==> config.mk <==
export PLATFORM = sky130hd
export DESIGN_NAME = keypad_scanner_flat
export DESIGN_NICKNAME = d
export VERILOG_FILES = /design/src/rtl/keypad_scanner_pkg.sv /design/src/rtl/keypad_scanner_if.sv /design/src/rtl/keypad_scanner_sync_2ff.sv /design/src/rtl/keypad_scanner.sv /design/src/flat_wrapper.sv
export SDC_FILE = /design/constraint.sdc
export NUM_CORES = 1
export LEC_CHECK = 0
export ABC_AREA = 1
export BUFFER_PORTS_ARGS = -buffer_cell sky130_fd_sc_hd__buf_4
export CAP_MARGIN = 25
export CORE_ASPECT_RATIO = 1.2
export CORE_UTILIZATION = 41
export DETAILED_ROUTE_END_ITERATION = 12
export SYNTH_ARGS = -nofsm -noshare
export SYNTH_HDL_FRONTEND = slang
export SYNTH_SLANG_ARGS = --single-unit
==> constraint.sdc <==
create_clock -name clk -period 3 [get_ports clk]
set_input_delay 0.15 -clock clk [delete_from_list [all_inputs] [get_ports clk]]
set_output_delay 0.15 -clock clk [all_outputs]
set_load 0.005 [all_outputs]
==> src/rtl/keypad_scanner_pkg.sv <==
// Shared types, constants and small helpers for the 4x4 keypad scanner.
package keypad_pkg;

    typedef enum logic [1:0] {
        ST_IDLE    = 2'd0,
        ST_CAND    = 2'd1,
        ST_PRESSED = 2'd2,
        ST_REL     = 2'd3
    } kp_state_e;

    typedef enum logic [1:0] {
        RES_NONE  = 2'd0,
        RES_KEY   = 2'd1,
        RES_MULTI = 2'd2
    } scan_res_e;

    // Hex code of the key at {row, col}; index = row*4 + col.
    localparam logic [3:0] KEYMAP [16] = '{
        4'h1, 4'h2, 4'h3, 4'hA,
        4'h4, 4'h5, 4'h6, 4'hB,
        4'h7, 4'h8, 4'h9, 4'hC,
        4'h0, 4'hF, 4'hE, 4'hD
    };

    // Number of active rows in one column sample, saturated at 2 ("many").
    function automatic logic [1:0] row_hits(input logic [3:0] lows);
        logic [1:0] n;
        case (lows)
            4'b0000:                            n = 2'd0;
            4'b0001, 4'b0010, 4'b0100, 4'b1000: n = 2'd1;
            default:                            n = 2'd2;
        endcase
        return n;
    endfunction

    // Row index of a single active row; only meaningful when row_hits()==1.
    function automatic logic [1:0] low_row(input logic [3:0] lows);
        logic [1:0] r;
        case (lows)
            4'b0001: r = 2'd0;
            4'b0010: r = 2'd1;
            4'b0100: r = 2'd2;
            4'b1000: r = 2'd3;
            default: r = 2'd0;
        endcase
        return r;
    endfunction

    // One-cold column strobe pattern for a column index.
    function automatic logic [3:0] col_strobe(input logic [1:0] idx);
        logic [3:0] s;
        case (idx)
            2'd0:    s = 4'b1110;
            2'd1:    s = 4'b1101;
            2'd2:    s = 4'b1011;
            2'd3:    s = 4'b0111;
            default: s = 4'b1110;
        endcase
        return s;
    endfunction

endpackage

==> src/rtl/keypad_scanner_if.sv <==
// Keypad-side and key-event signals of the scanner, grouped for port passing.
interface keypad_scanner_if;
    logic [3:0] row;
    logic [3:0] col;
    logic [3:0] key_code;
    logic       key_valid;
    logic       key_held;

    modport master (
        input  row,
        output col, key_code, key_valid, key_held
    );

    modport slave (
        output row,
        input  col, key_code, key_valid, key_held
    );
endinterface

==> src/rtl/keypad_scanner_sync_2ff.sv <==
// Two-flop synchronizer for asynchronous keypad rows; idles at "no row active".
module sync_2ff #(
    parameter int          W       = 4,
    parameter logic [W-1:0] RST_VAL = '1
) (
    input  logic         clk,
    input  logic         reset,
    input  logic [W-1:0] d,
    output logic [W-1:0] q
);

    logic [W-1:0] meta_r;
    logic [W-1:0] sync_r;

    // Two-stage resynchronization into the clk domain.
    always_ff @(posedge clk) begin
        if (!reset) begin
            meta_r <= RST_VAL;
            sync_r <= RST_VAL;
        end else begin
            meta_r <= d;
            sync_r <= meta_r;
        end
    end

    assign q = sync_r;

endmodule

==> src/rtl/keypad_scanner.sv <==
// 4x4 keypad scanner: column strobing, full-scan classification, debounce FSM.
module keypad_scanner
    import keypad_pkg::*;
#(
    parameter int SCAN_TICKS     = 100_000,
    parameter int DEBOUNCE_SCANS = 4
) (
    input  logic              clk,
    input  logic              reset,
    keypad_scanner_if.master  kp
);

    localparam int CW = $clog2(SCAN_TICKS);
    localparam int DW = $clog2(DEBOUNCE_SCANS + 1);
    localparam logic [CW-1:0] SLOT_LAST = CW'(SCAN_TICKS - 1);
    localparam logic [DW-1:0] DEB_TGT   = DW'(DEBOUNCE_SCANS);
    localparam logic [DW-1:0] DEB_MAX   = '1;
    // With a single-scan debounce the first matching scan already qualifies.
    localparam bit ONE_SCAN = (DEBOUNCE_SCANS <= 1);

    logic [3:0]    row_sync_s;
    logic [CW-1:0] slot_r;
    logic [1:0]    col_idx_r;
    logic [3:0]    col_r;
    logic [1:0]    hits_r;
    logic [3:0]    hit_idx_r;

    kp_state_e     state_r, state_n;
    logic [3:0]    cand_r, cand_n;
    logic [DW-1:0] deb_r, deb_n;
    logic [3:0]    key_code_r, key_code_n;
    logic          key_valid_r, key_valid_n;
    logic          key_held_r, key_held_n;

    logic          slot_end_s;
    logic          scan_done_s;
    logic [3:0]    lows_s;
    logic [1:0]    col_hits_s;
    logic [2:0]    sum_s;
    logic [1:0]    total_s;
    logic [3:0]    idx_s;
    scan_res_e     res_s;
    logic          is_key_s;
    logic [3:0]    key_s;
    logic [DW-1:0] deb_inc_s;

    sync_2ff #(.W(4), .RST_VAL(4'hF)) u_row_sync (
        .clk   (clk),
        .reset (reset),
        .d     (kp.row),
        .q     (row_sync_s)
    );

    // Classify the current column sample and fold it into the running scan result.
    always_comb begin
        slot_end_s  = (slot_r == SLOT_LAST);
        scan_done_s = slot_end_s && (col_idx_r == 2'd3);
        lows_s      = ~row_sync_s;
        col_hits_s  = row_hits(lows_s);
        sum_s       = {1'b0, hits_r} + {1'b0, col_hits_s};
        if (sum_s >= 3'd2) begin
            total_s = 2'd2;
        end else begin
            total_s = sum_s[1:0];
        end
        if (hits_r == 2'd0) begin
            idx_s = {low_row(lows_s), col_idx_r};
        end else begin
            idx_s = hit_idx_r;
        end
        case (total_s)
            2'd0:    res_s = RES_NONE;
            2'd1:    res_s = RES_KEY;
            default: res_s = RES_MULTI;
        endcase
        is_key_s = (res_s == RES_KEY);
        key_s    = KEYMAP[idx_s];
        if (deb_r == DEB_MAX) begin
            deb_inc_s = deb_r;
        end else begin
            deb_inc_s = deb_r + {{(DW-1){1'b0}}, 1'b1};
        end
    end

    // Slot timer and column strobe; the strobe moves on the same edge as the index.
    always_ff @(posedge clk) begin
        if (!reset) begin
            slot_r    <= '0;
            col_idx_r <= 2'd0;
            col_r     <= 4'b1110;
        end else if (slot_end_s) begin
            slot_r    <= '0;
            col_idx_r <= col_idx_r + 2'd1;
            col_r     <= col_strobe(col_idx_r + 2'd1);
        end else begin
            slot_r    <= slot_r + {{(CW-1){1'b0}}, 1'b1};
        end
    end

    // Per-scan hit accumulator, cleared once column 3 has been sampled.
    always_ff @(posedge clk) begin
        if (!reset) begin
            hits_r    <= 2'd0;
            hit_idx_r <= 4'd0;
        end else if (scan_done_s) begin
            hits_r    <= 2'd0;
            hit_idx_r <= 4'd0;
        end else if (slot_end_s) begin
            hits_r    <= total_s;
            hit_idx_r <= idx_s;
        end else begin
            hits_r    <= hits_r;
            hit_idx_r <= hit_idx_r;
        end
    end

    // Debounce FSM state and registered key outputs.
    always_ff @(posedge clk) begin
        if (!reset) begin
            state_r     <= ST_IDLE;
            cand_r      <= 4'd0;
            deb_r       <= '0;
            key_code_r  <= 4'd0;
            key_valid_r <= 1'b0;
            key_held_r  <= 1'b0;
        end else begin
            state_r     <= state_n;
            cand_r      <= cand_n;
            deb_r       <= deb_n;
            key_code_r  <= key_code_n;
            key_valid_r <= key_valid_n;
            key_held_r  <= key_held_n;
        end
    end

    // Next-state logic: one decision per completed full scan.
    always_comb begin
        state_n     = state_r;
        cand_n      = cand_r;
        deb_n       = deb_r;
        key_code_n  = key_code_r;
        key_valid_n = 1'b0;
        key_held_n  = key_held_r;
        if (scan_done_s) begin
            case (state_r)
                ST_IDLE: begin
                    if (is_key_s) begin
                        cand_n = key_s;
                        if (ONE_SCAN) begin
                            state_n = ST_PRESSED; key_code_n = key_s;
                            key_valid_n = 1'b1; key_held_n = 1'b1; deb_n = '0;
                        end else begin
                            state_n = ST_CAND; deb_n = DW'(1);
                        end
                    end else begin
                        state_n = ST_IDLE;
                    end
                end
                ST_CAND: begin
                    if (is_key_s && (key_s == cand_r)) begin
                        if (deb_inc_s >= DEB_TGT) begin
                            state_n = ST_PRESSED; key_code_n = cand_r;
                            key_valid_n = 1'b1; key_held_n = 1'b1; deb_n = '0;
                        end else begin
                            deb_n = deb_inc_s;
                        end
                    end else if (is_key_s) begin
                        cand_n = key_s;
                        if (ONE_SCAN) begin
                            state_n = ST_PRESSED; key_code_n = key_s;
                            key_valid_n = 1'b1; key_held_n = 1'b1; deb_n = '0;
                        end else begin
                            deb_n = DW'(1);
                        end
                    end else begin
                        state_n = ST_IDLE; deb_n = '0;
                    end
                end
                ST_PRESSED: begin
                    // A different key without an intervening release stays here silently.
                    if (is_key_s) begin
                        state_n = ST_PRESSED;
                    end else if (ONE_SCAN) begin
                        state_n = ST_IDLE; key_held_n = 1'b0; deb_n = '0;
                    end else begin
                        state_n = ST_REL; deb_n = DW'(1);
                    end
                end
                ST_REL: begin
                    if (is_key_s) begin
                        state_n = ST_PRESSED; deb_n = '0;
                    end else if (deb_inc_s >= DEB_TGT) begin
                        state_n = ST_IDLE; key_held_n = 1'b0; deb_n = '0;
                    end else begin
                        deb_n = deb_inc_s;
                    end
                end
                default: begin
                    state_n = ST_IDLE; deb_n = '0;
                end
            endcase
        end else begin
            state_n = state_r;
        end
    end

    assign kp.col       = col_r;
    assign kp.key_code  = key_code_r;
    assign kp.key_valid = key_valid_r;
    assign kp.key_held  = key_held_r;

endmodule

==> src/flat_wrapper.sv <==
// flat-port wrapper written by rule: the top's interface ports become plain ports
module keypad_scanner_flat import keypad_pkg::*;
#(
    parameter int SCAN_TICKS     = 100_000,
    parameter int DEBOUNCE_SCANS = 4
)
  (clk, reset, kp_row, kp_col, kp_key_code, kp_key_valid, kp_key_held);
  keypad_scanner_if kp_i ();
  input  logic clk;
  input  logic reset;
  input wire logic [$bits(kp_i.row)-1:0] kp_row;
  output wire logic [$bits(kp_i.col)-1:0] kp_col;
  output wire logic [$bits(kp_i.key_code)-1:0] kp_key_code;
  output wire logic [$bits(kp_i.key_valid)-1:0] kp_key_valid;
  output wire logic [$bits(kp_i.key_held)-1:0] kp_key_held;
  assign kp_i.row = kp_row;
  assign kp_col = kp_i.col;
  assign kp_key_code = kp_i.key_code;
  assign kp_key_valid = kp_i.key_valid;
  assign kp_key_held = kp_i.key_held;
  keypad_scanner #(.SCAN_TICKS(SCAN_TICKS), .DEBOUNCE_SCANS(DEBOUNCE_SCANS)) u_core (.clk(clk), .reset(reset), .kp(kp_i));
endmodule
==> Word level (Yosys, flattened, before mapping) <==
Memories as Yosys holds them, arrays and structs flattened.
Index checks and enable logic that the tools add are counted.
{ "op_classes": {"n_lt_le_gt_ge": 3, "n_reduce_logical": 18, "bitwise_logic": 3, "muxes": 33, "addsub": 4, "n_eq_ne": 26} }
{ "op_table": {"columns": ["operator", "n"], "rows": [
  ["4-bit 2-to-1 mux", 5],
  ["3-bit 2-to-1 mux", 6],
  ["17-bit by 1-bit adder with 17-bit output, second input constant", 1],
  ["17-bit == test, second input constant", 1],
  ["4-bit one-hot mux with 4 select lines", 1],
  ["2-bit 2-to-1 mux", 6],
  ["3-bit one-hot mux with 4 select lines", 1],
  ["4-bit AND reduction", 3],
  ["2-bit == test, second input constant", 5],
  ["2-bit by 1-bit == test with 1-bit output, second input constant", 4],
  ["2-bit zero test", 4],
  ["1-bit 2-to-1 mux", 8],
  ["2-bit by 1-bit inequality test with 1-bit output, second input constant", 4],
  ["2-bit one-hot mux with 2 select lines", 2],
  ["2-bit one-hot mux with 4 select lines", 1],
  ["4-bit one-hot mux with 2 select lines", 1],
  ["2-bit inequality test, second input constant", 3],
  ["3-bit inequality test, second input constant", 2],
  ["2-bit one-hot mux with 3 select lines", 1],
  ["3-bit AND reduction", 2],
  ["6-bit AND reduction", 1],
  ["5-bit greater-or-equal comparator, second input constant", 1],
  ["4-bit inverter with 5-bit output", 1],
  ["4-bit by 1-bit == test with 1-bit output, second input constant", 1],
  ["other kinds (19)", 22]
]} }
{ "word_totals": {"n_memories": 1, "rom_bits": 64, "output_inout_bits": 10, "in_bits": 6, "register_bits": 52} }
{ "memory_table": {"columns": ["name", "depth", "width", "rd", "rd_clocked_by_memory_dff", "write_ports", "line_no", "source"], "rows": [
  ["(name not given)", 16, 4, 1, 0, 0, "keypad_scanner.sv:77", "key_s = KEYMAP[idx_s];"]
]} }

==> Depth between registers and ports, before layout <==
{ "logic_depth": {"ltp_word": 13, "ltp_mapped": 19, "ltp_nobuf": 19} }

==> Modules after synthesis <==
Synthesis repeated with hierarchy kept, for this count alone.
{ "unflattened": {"cells_unflattened": 397, "area_unflattened_um2": 2732.6} }
{ "by_module_without_submodules": {"columns": ["mod", "cells_per_inst", "seq_area_each_um2", "instances", "area_each_um2"], "rows": [
  ["keypad_scanner", 372, 880.8, 1, 2507.4],
  ["sync_2ff", 25, 160.2, 1, 225.2]
]} }

==> Least setup slack after synthesis <==
No wires, ideal clock.
{ "synth_timing": {"kind": "register -> register", "start": "register u_core.u_row_sync.sync_r[2], in the netlist u_core.u_row_sync.q[2]", "end": "register u_core.cand_r[2]", "path_slack_ns": 0.533, "path_buffers": 0, "t_required_ns": 2.887, "setup_ns": 0.113, "path_stages_with_launch": 20, "t_arrival_ns": 2.355, "cell_sequence": "dfxtp_1 -> nand2_1 -> inv_1 -> o21a_1 -> nand2_1 -> nand2_1 -> ha_1 -> fa_1 -> nor2_1 -> nand2_1 -> inv_1 -> nand3_2 -> nor2_4 -> nand3_4 -> nand2_2 -> nand2_4 -> nand2_2 -> nand2_1 -> nand2_1 -> nor2_1"} }
{ "synth_via": {"elab_chain_len": 13, "elab_cells_between_ends": 28, "cone_classes": "add/sub (1); order compare (1); eq/ne (8); mux (10); bitwise (2); reduce/logical (5); memory (1)"} }
{ "synth_rtl": {"columns": ["item", "line_no", "source"], "rows": [
  ["from (decl)", "keypad_scanner_sync_2ff.sv:13", "logic [W-1:0] sync_r;"],
  ["from (signal assigned)", "keypad_scanner_sync_2ff.sv:22", "sync_r <= meta_r;"],
  ["4-bit inverter *", "keypad_scanner.sv:58", "lows_s = ~row_sync_s;"],
  ["4-bit by 1-bit == test with 1-bit output, or another cell as far along", "keypad_scanner_pkg.sv:28", "case (lows)"],
  ["4-bit OR reduction", "keypad_scanner_pkg.sv:28", null],
  ["2-bit one-hot mux with 2 select lines", "keypad_scanner_pkg.sv:28", null],
  ["2-bit by 2-bit adder with 3-bit output", "keypad_scanner.sv:60", "sum_s = {1'b0, hits_r} + {1'b0, col_hits_s};"],
  ["3-bit by 2-bit greater-or-equal comparator with 1-bit output", "keypad_scanner.sv:61", "if (sum_s >= 3'd2) begin"],
  ["2-bit 2-to-1 mux", "keypad_scanner.sv:61", null],
  ["2-bit by 1-bit == test with 1-bit output / 2-bit zero test (equally long branches)", "keypad_scanner.sv:71", "case (total_s)"],
  ["2-bit one-hot mux with 2 select lines", "keypad_scanner.sv:71", null],
  ["2-bit by 1-bit == test with 1-bit output", "keypad_scanner.sv:76", "is_key_s = (res_s == RES_KEY);"],
  ["4-bit 2-to-1 mux / 1-bit logical AND (equally long branches)", "keypad_scanner.sv:147, keypad_scanner.sv:167, keypad_scanner.sv:160", null],
  ["4-bit 2-to-1 mux / 2-bit inequality test (equally long branches)", null, null],
  ["4-bit one-hot mux with 2 select lines / 3-bit AND reduction (equally long branches)", null, null],
  ["to (signal assigned)", "keypad_scanner.sv:128", "cand_r <= cand_n;"],
  ["to (decl)", "keypad_scanner.sv:29", "logic [3:0] cand_r, cand_n;"]
]} }
Mark *: on every way between the ends. The rest lies on a longest branch, timed or not. The select of a mux whose other input is x is not followed.
A chain may end at the register's enable or synchronous reset.

==> Worst setup path after layout <==
Ends and elaborated chain as after synthesis.

==> metrics.md <==
| Metric | Value |
|---|---|
| CP required | `3.21 ns` |
| CP Buf/Inv Count | `2` |
| F_max | `between 300 and 400 MHz` |
| Clk Latency, worst-skew pair | `just over 0.3 ns` |
| Final period utilization | `0.8948` |
| Post-Route WL | `5527 um` |
| Worst Hold End | `u_core.u_row_sync.meta_r[2]` |
| Detail-routed via count per cell | `about 4.9` |
| Drt first pass iters | `4` |
| Placed Instances | `480` |
| GRT Max-Usage Layer | `met2` |
| Fin crit period | `between 2 and 3 ns` |
| Pre-CTS setup slack | `between 0.3 and 0.4 ns` |
| Max-Cap Viols | `0` |
| Global-route usage over all layers | `0.1724` |
| # diodes | `0` |
| Vias in the first global route | `between 2,000 and 2,500` |
| Crit path max-delay family | `simple AND/OR/NAND/NOR gates` |
| Pwr/cell area | `just under 400 nW/um2` |
| Global Route met1 Usage | `0.1955` |
| ANT nets after route | `0` |
| Multiplexer area fraction after synthesis | `0` |
| Clock root cell | `clkbuf_8` |
| CTS Buf Count | `5` |
| Crit. End Element | `flip-flop` |
| Die width | `76.61 um` |
| Most frequent cells in the layout | `nand2_1, dfxtp_1, nor2_1` |
| Register area share after synthesis | `0.3801` |
| Internal reg-to-reg setup slack | `0.32 ns` |
| Post-Synth Adder-Cell Area | `0.06213` |
| Chip Height | `a little over 90 um` |
| Share of cells above drive strength 1 | `0.1538` |
| Hold-fix buffers, CTS | `0` |
| Hold Path Class | `in -> reg` |
| Final core occ | `0.4705` |
| Worst r2r src | `u_core.u_row_sync.q[2]` |
| Fin cells | `slightly below 500` |
| Final WS setup | `0.3155 ns` |
| Warnings, synthesis | `0` |
| Hold Fails Final Rpt | `0` |
| Synth Area in Simple Gates | `0.3787` |
| Avg Cell Area, Syn | `slightly above 7 um2` |
| Clk pin slew, worst setup/hold paths | `~0.10 ns` |
| Layout overhead on the synthesized area | `10.74%` |
| RSZ-0062 raised after global routing | `no` |
| # rows | `32` |
| First-pass GRT wire length | `about 9600 um` |
| Die area | `7013 um2` |
| Max incr delay on CP | `slightly below 0.5 ns` |
| H-tree Lvls | `2` |
| Post-Synth XOR/XNOR Area | `0.01279` |
| CTS tree | `done` |
| Crit path max fanout | `8` |
| Hold Path Origin | `kp_row[2]` |
| GRT overflow | `0` |
| Final GP Congestion | `0.8517` |
| Max-slew violations | `0` |
| Multi-input gate area | `1486 um2` |
| Synthesized instance count | `between 300 and 400` |
| Effective utilization at floorplan | `0.4249` |
| Met2 Usage GRT | `0.3011` |
| Area fraction in compound gates after synthesis | `0.08908` |
| # clock sinks | `52` |
| Critical path arrival | `a little under 3 ns` |
| Largest family of logic cells by synthesized area | `simple AND/OR/NAND/NOR gates` |
| Register Area | `around 1000 um2` |
| I/O Buffers | `15` |
| TNS Setup | `0 ns` |
| Fillers | `between 600 and 700` |
| M3 GR Usage | `0.03518` |
| Worst path slowest cell | `fa_1` |
| Status | `finished clean` |
| Worst-Margin Slew | `0.5781 ns` |
| Cell mode on critical path | `nand2_1` |
| Via count | `between 2,000 and 2,500` |
| Netlist cell types | `35` |
| Mapped Area | `roughly 2700 um2` |
| Maximum vdd drop | `between 0.2 and 0.25 mV` |
| WL/cell | `approximately 11 um` |
| Clk buf depth | `2` |
| Largest net degree at the start of global routing | `20` |
| Startpoint type of the worst setup path | `flip-flop` |
| CP Class | `reg -> reg` |
| Post-CTS sizing | `0` |
| Final setup viols | `0` |
| Static Leak | `1.402 nW` |
| Final Skew | `around 0.0084 ns` |
| Syn_nets | `approximately 400` |
| Post-DP HPWL | `between 4000 and 5000 um` |
| Synth Register Bits | `between 50 and 60` |
| Fin nets | `roughly 420` |
| CP cell instances | `nand2_1 -> inv_1 -> o21a_1 -> nand2_1 -> nand2_1 -> ha_1 -> fa_1 -> nor2_1 -> nand2_1 -> inv_1 -> nand3_2 -> nor2_4 -> nand3_4 -> nand2_2 -> nand2_4 -> nand2_2 -> nand2_1 -> nand2_1 -> nor2_1` |
| Setup Buffers After CTS | `0` |
| Hold slack | `between 0.02 and 0.03 ns` |
| Max_slew headroom | `0.6137` |
| Num ports | `16` |
| Iter 0 DRT Violations | `between 70 and 80` |
| R2R Path End | `u_core.cand_r[2]` |
| Commonest non-fill, non-tap cell in the layout | `nand2_1` |
| Hold depth | `2` |
| DRC viols | `0` |
| Floorplan core area | `between 6000 and 7000 um2` |
| Antenna violations before repair | `0` |
| Register-to-Register Path Depth | `19` |
-- stage by stage --
step           power, mW  cell area, um2
2_1_floorplan     0.7797            2739
3_3_place_gp      0.7973            2945
3_5_place_dp      0.7991            2945
4_1_cts            1.196            3033
5_1_grt            1.231            3033
6_report           1.176            3033
-- routing by layer --
metal,routed length (um),vias up,part of all wire
met5,0,-,0
met4,184,0,0.033
met3,179,20,0.032
met2,2703,36,0.49
met1,2460,1064,0.45
li1,-,1255,-
-- cells in the mapped netlist (all sizes together) --
master  instances  area (um2)
nand2          90       372.9
nor2           55       231.5
dfxtp          52        1041
inv            51       191.4
nand3          36       217.7
a21oi          25       125.1
o21ai          17       88.83
or2            14       90.09
ha             12       150.1
nand4           5       31.28
clkbuf          4       15.01
nor3            4       25.02
nor4            4       31.28
nor3b           3       22.52
xor2            3       26.28
nand3b          2       15.01
o21a            2       15.01
a31oi           1       6.260
a41oi           1       8.760
buf             1       5.000
fa              1       20.02
xnor2           1       8.760
-- power breakdown --
| part | leakage, nW | switching, mW | total [mW] | internal, mW |
|---|---|---|---|---|
| logic | 0.933 | 0.0515 | 0.0791 | 0.0276 |
| clock network | 0.0479 | 0.231 | 0.394 | 0.163 |
| registers | 0.421 | 0.00515 | 0.703 | 0.698 |
| total | 1.40 | 0.288 | 1.18 | 0.889 |
-- cells by family after synthesis --
logic type                 after synthesis
and+or+nand+nor                        213
buffers and inverters                   56
DFF                                     52
AOI/OAI and AO/OA                       46
adders and majority gates               13
xor gates and xnor gates                 4
-- how the worst max path moves through the flow --
stage,startpoint,end,slack (ns),depth (start not counted)
6_report,u_core.u_row_sync.q[2],u_core.cand_r[2],0.32,19
3_5_place_dp,u_core.u_row_sync.q[2],u_core.cand_r[2],0.32,19
2_1_floorplan,u_core.u_row_sync.q[2],u_core.cand_r[2],0.53,19
4_1_cts,u_core.u_row_sync.q[2],u_core.cand_r[2],0.30,19
5_1_grt,u_core.u_row_sync.q[2],u_core.kp.key_code[1],0.04,18
3_3_place_gp,u_core.u_row_sync.q[2],u_core.cand_r[2],0.41,19
-- sequential cells by signal (all words and copies together) (netlist names), 2 cells and up --
register	cells
u_core.col_idx_r	2
u_core.u_row_sync.meta_r	4
u_core.hits_r	2
u_core.deb_r	3
u_core.kp.col	4
u_core.cand_r	4
u_core.kp.key_code	4
u_core.slot_r	17
u_core.state_r	2
u_core.u_row_sync.q	4
u_core.hit_idx_r	4
-- layout make-up --
cell class                      count  area share
Clock buffer                        5     0.02269
Clock inverter                      3    0.006188
Inverter                           51     0.06312
Multi-Input combinational cell    276      0.4901
Sequential cell                    52      0.3432
Tap cell                           85     0.03507
Timing Repair Buffer               16     0.03960
Power figures use the tool's default switching activity.
